File: src/rtl/pcie_tx_arbiter.sv
// Round-robin arbiter sharing the 64-bit PCIe AXI4-Stream TX interface between the completer
// (port 0) and the requester (port 1), switching only at TLP boundaries, plus turn-off handshake.
module pcie_tx_arbiter #(
  parameter int unsigned CNT_W = 16
) (
  input  logic             user_clk,
  input  logic             user_reset,
  input  logic [63:0]      rq0_tdata,
  input  logic [7:0]       rq0_tkeep,
  input  logic             rq0_tlast,
  input  logic             rq0_tvalid,
  output logic             rq0_tready,
  input  logic [63:0]      rq1_tdata,
  input  logic [7:0]       rq1_tkeep,
  input  logic             rq1_tlast,
  input  logic             rq1_tvalid,
  output logic             rq1_tready,
  output logic [63:0]      s_axis_tx_tdata,
  output logic [7:0]       s_axis_tx_tkeep,
  output logic             s_axis_tx_tlast,
  output logic             s_axis_tx_tvalid,
  input  logic             s_axis_tx_tready,
  input  logic             cfg_to_turnoff,
  output logic             cfg_turnoff_ok,
  output logic [CNT_W-1:0] pkt_cnt0,
  output logic [CNT_W-1:0] pkt_cnt1
);

  typedef enum logic [1:0] {StIdle, StPkt0, StPkt1, StOff} state_e;

  state_e           r_state;
  logic             r_last_grant;
  logic [CNT_W-1:0] r_pkt_cnt0;
  logic [CNT_W-1:0] r_pkt_cnt1;
  logic             r_turnoff_ok;

  logic w_end0;
  logic w_end1;

  assign w_end0 = rq0_tvalid & s_axis_tx_tready & rq0_tlast;
  assign w_end1 = rq1_tvalid & s_axis_tx_tready & rq1_tlast;

  always_ff @(posedge user_clk or posedge user_reset) begin
    if (user_reset) begin
      r_state      <= StIdle;
      r_last_grant <= 1'b1;
      r_pkt_cnt0   <= '0;
      r_pkt_cnt1   <= '0;
      r_turnoff_ok <= 1'b0;
    end else begin
      // Acknowledge only after a full cycle in OFF; drops on the edge that leaves OFF.
      r_turnoff_ok <= (r_state == StOff) && cfg_to_turnoff;
      case (r_state)
        StIdle: begin
          if (cfg_to_turnoff) begin
            r_state <= StOff;
          end else if (rq0_tvalid && !rq1_tvalid) begin
            r_state <= StPkt0;
          end else if (!rq0_tvalid && rq1_tvalid) begin
            r_state <= StPkt1;
          end else if (rq0_tvalid && rq1_tvalid) begin
            r_state <= r_last_grant ? StPkt0 : StPkt1;
          end
        end
        StPkt0: begin
          if (w_end0) begin
            r_state      <= StIdle;
            r_last_grant <= 1'b0;
            r_pkt_cnt0   <= r_pkt_cnt0 + CNT_W'(1);
          end
        end
        StPkt1: begin
          if (w_end1) begin
            r_state      <= StIdle;
            r_last_grant <= 1'b1;
            r_pkt_cnt1   <= r_pkt_cnt1 + CNT_W'(1);
          end
        end
        StOff: begin
          if (!cfg_to_turnoff) begin
            r_state <= StIdle;
          end
        end
        default: r_state <= StIdle;
      endcase
    end
  end

  // Zero-latency mux of the granted source; everything idles to zero outside a packet.
  always_comb begin
    s_axis_tx_tdata  = '0;
    s_axis_tx_tkeep  = '0;
    s_axis_tx_tlast  = 1'b0;
    s_axis_tx_tvalid = 1'b0;
    rq0_tready       = 1'b0;
    rq1_tready       = 1'b0;
    case (r_state)
      StPkt0: begin
        s_axis_tx_tdata  = rq0_tdata;
        s_axis_tx_tkeep  = rq0_tkeep;
        s_axis_tx_tlast  = rq0_tlast;
        s_axis_tx_tvalid = rq0_tvalid;
        rq0_tready       = s_axis_tx_tready;
      end
      StPkt1: begin
        s_axis_tx_tdata  = rq1_tdata;
        s_axis_tx_tkeep  = rq1_tkeep;
        s_axis_tx_tlast  = rq1_tlast;
        s_axis_tx_tvalid = rq1_tvalid;
        rq1_tready       = s_axis_tx_tready;
      end
      default: ;
    endcase
  end

  assign cfg_turnoff_ok = r_turnoff_ok;
  assign pkt_cnt0       = r_pkt_cnt0;
  assign pkt_cnt1       = r_pkt_cnt1;

endmodule

File: config.mk
export PLATFORM = sky130hd
export DESIGN_NAME = pcie_tx_arbiter
export DESIGN_NICKNAME = d
export VERILOG_FILES = /design/src/rtl/pcie_tx_arbiter.sv
export SDC_FILE = /design/constraint.sdc
export NUM_CORES = 1
export LEC_CHECK = 0
export ABC_AREA = 1
export ABC_CLOCK_PERIOD_IN_PS = 2400
export CORE_MARGIN = 5
export CORE_UTILIZATION = 32
export CTS_CLUSTER_SIZE = 10
export DETAILED_ROUTE_END_ITERATION = 6
export HOLD_SLACK_MARGIN = 0.06
export PLACE_DENSITY = 0.78
export SLEW_MARGIN = 15
export SYNTH_ARGS = -nofsm -noshare
export SYNTH_HDL_FRONTEND = slang
export SYNTH_SLANG_ARGS = --single-unit
File: constraint.sdc
create_clock -name user_clk -period 2.4 [get_ports user_clk]
set_clock_uncertainty 0.05 [all_clocks]
set_input_delay 0.48 -clock user_clk [delete_from_list [all_inputs] [get_ports user_clk]]
set_output_delay 0.48 -clock user_clk [all_outputs]
set_load 0.1 [all_outputs]
==> results.toml <==
[outcome]
status = "complete, no violations"

[timing]
slew_viol_final = 0
max_freq_mhz = 429.6
hold_viol = 0
finalCritPeriodShare_pct = 96.99
rsz0062_at_grt = "false"
slew_headroom_pct = 69.31
tightest_slew_ns = 0.4603
timing.hold.ws_ns = 0.4627
period_minus_slack_ns = 2.328
finalSetupViolations = 0
finalSetupTns_ns = 0

[floorplan]
io_pins = 261
fp.coreArea_sq_um = 9196
fp.dieW_um = 107.0
start_util_pct = 32.73
die_h_um = 107.0
die_area_sq_um = 11450
rows = 35

[synthesis]
ys_seq_elements = 36
syn-mean-instance-area_sq_um = 6.220
synthesis.area_sq_um = 3010
synthArstFlopShare_pct = 100.0
yosysWarnings = 0
syn-num-nets = 643
ys_types = 29
seq_area_frac_synth_pct = 29.97
synthFlopType = "dfrtp_1"
synth_edf_count = 0
synth_cells = 484

[worst_setup_path]
path_cells = "inv_2, ha_4, buf_12, nand2_1, a21oi_4, buf_12"
reg2reg_depth = 10
critical-path-slowest-cell = "dfrtp_1"
cp_max_fo = 40
crit_required_ns = 1.87
worst_setup_path_end_kind = "output pin"
crit_arrival_ns = 1.80
r2r-end = "pkt_cnt0[15]"
r2r_slack_ns = 0.34
crit_path_max_incr_delay_ns = 0.40
setup.worst_path.class = "reg -> out"
start_kind = "flip-flop"
cpMostUsedCell = "buf_12"
r2r_start = "r_state[1]"

[min_path]
hold_start = "pkt_cnt0[13]"
worstHoldPathCells = 2
hold_class = "reg -> reg"
min_to = "pkt_cnt0[13]"

[placement]
gp_congestion = 1.012
hpwl_mm = 13.57
placed_cells = 842
portBuffers = 260

[clock_tree]
cts.sinks = 36
cts_tree = "built"
clock_latency_ns = 0.29
cts_buffers = 5
root_buffer = "clkbuf_8"
cts.path.max_buffers = 2
cts.htree.levels = 2
cts.clk_slew.worst_paths_ns = 0.07
ctsHoldBuffers = 0

[power]
internal_power_mw = 3.936
swShare_pct = 62.23
clkPwrFrac_pct = 5.1
peakVddDrop_mv = 1.310
pwr-share-seq_pct = 7.5
switchingPower_mw = 6.486
combinationalPowerShare_pct = 87.4
p_leak_nw = 2.928
power.density_cell_area_nw_per_um2 = 1472

[global_route]
first_global_vias = 4389
grt_max_degree = 41
antenna_found_initial = 0
grt-ovfl-total = 0
grt_usage_pct = 27.04
grt_pass1_wl_mm = 23.75

[routing]
drtIter0Drc = 246
num_vias = 4247
wl_mm = 16.18
viasPerCell = 4.979
drt-pass1-iter-count = 4
routedWlPerCell_um = 18.97
antenna_left = 0
drc = 0

[cells_and_area]
final_nets = 900
drive_gt1_share_pct = 30.86
final_cells = 853
antenna_cells = 0
area_growth_pct = 135.1

[run]
maxCapViolations = 0
==> flip-flops by register name (all words and copies together), names as in the netlist <==
name and cells:
cfg_turnoff_ok 1, pkt_cnt0 16, pkt_cnt1 16, r_last_grant 1, r_state 2
==> cells by family (layout without fill, tap and decap cells) <==
logic type / count (synthesis) / after routing / synth area share (%)
AO/OA/AOI/OAI: 80 / 80 / 13.59
XOR/XNOR: 19 / 19 / 5.528
adder cells (fa/ha/maj): 7 / 7 / 2.909
buffers and inverters: 60 / 318 / 8.105
flip-flops: 36 / 36 / 29.97
multiplexers: 1 / 1 / 0.3740
AND/OR/NAND/NOR: 281 / 281 / 39.53
==> cell usage after synthesis (2+ instances only) <==
cell type | instances | area share [%]
ha_1 | 7 | 2.9
nor2_1 | 18 | 2.2
nor2_8 | 2 | 1.3
dfrtp_1 | 35 | 29
clkbuf_1 | 9 | 1.1
buf_1 | 6 | 0.75
o21ai_0 | 3 | 0.50
buf_2 | 9 | 1.5
nand2_1 | 226 | 28
xnor2_1 | 10 | 2.9
xor2_1 | 9 | 2.6
nand3b_1 | 3 | 0.75
nand2_2 | 2 | 0.42
inv_1 | 35 | 4.4
nand3_1 | 13 | 2.2
nor2_4 | 2 | 0.75
nor3_1 | 2 | 0.33
nand4_1 | 5 | 1.0
a21oi_1 | 74 | 12
nor2_2 | 5 | 1.0
==> repair_timing <==
item,in CTS,in global routing
endpoints found under the setup margin,58,61
pin swaps,1,2
gates cloned,0,1
resized for setup,11,4
setup buffers,2,0
==> power groups by stage <==
stage | clock (mW) | sequential, mW | combinational (mW)
after detailed placement | 0 | 0.789 | 8.89
after CTS | 0.544 | 0.772 | 9.08
final | 0.534 | 0.777 | 9.11
after global routing | 0.574 | 0.788 | 9.38
after floorplan | 0 | 1.16 | 5.23
after global placement | 0 | 0.786 | 8.84
==> worst max-delay path by stage <==
stage / slack [ns] / cells after the start / endpoint / from
finish: 0.07 / 6 / s_axis_tx_tdata[15] / r_state[0]
global route: 0.0009 / 6 / s_axis_tx_tdata[33] / r_state[1]
CTS: 0.02 / 6 / s_axis_tx_tdata[46] / r_state[1]
detailed placement: 0.15 / 8 / pkt_cnt0[15] / rq0_tvalid
global placement: 0.23 / 8 / pkt_cnt0[15] / rq0_tvalid
floorplan: -0.27 / 6 / s_axis_tx_tdata[10] / r_state[0]
==> through the flow <==
| stage | util (%) | setup WS (ns) | total power [mW] | area, sq um |
|---|---|---|---|---|
| finish | 76.97 | 0.07225 | 10.42 | 7078 |
| global placement | 74.41 | 0.2301 | 9.622 | 6843 |
| CTS | 76.56 | 0.01746 | 10.39 | 7041 |
| detailed placement | 74.41 | 0.1520 | 9.684 | 6843 |
| global route | 76.97 | 0.0008613 | 10.75 | 7078 |
| floorplan | - | -0.2719 | 6.397 | 3363 |
==> cell type report <==
cell class | instances | area (sq um)
clock inverters | 2 | 35.03
multi-input cells | 388 | 2305
repair buffers | 275 | 3486
fillers | 639 | 2118
clock buffers | 6 | 72.57
well taps | 111 | 138.9
inverters | 35 | 138.9
flip-flops and latches | 36 | 902.1
==> critical path, delay by kind of cell (launching register included) <==
kind	cells	cell delay (ns)
compound gates	1	0.24
fa+ha+maj	1	0.19
buf+inv	3	0.54
flops	1	0.40
simple gates	1	0.12
==> cells in the final DEF (no fill, tap or decap), types with 9 or more instances in the layout <==
| cell type | instances |
|---|---|
| xor2_1 | 9 |
| nand2_1 | 224 |
| xnor2_1 | 10 |
| nand3_1 | 13 |
| clkdlybuf4s50_1 | 151 |
| a21oi_2 | 58 |
| dfrtp_1 | 35 |
| buf_4 | 41 |
| nor2_1 | 18 |
| a21oi_4 | 16 |
| buf_12 | 82 |
| inv_1 | 32 |
==> layer usage <==
metal  vias up  share of wire [%]  GRT usage (%)
li1       2027                  -              -
met5         -                  0              0
met4         0                6.3          15.07
met1      1969                 32          26.27
met3        52                7.4          8.007
met2       199                 54          50.63
Power figures use the tool's default switching activity.
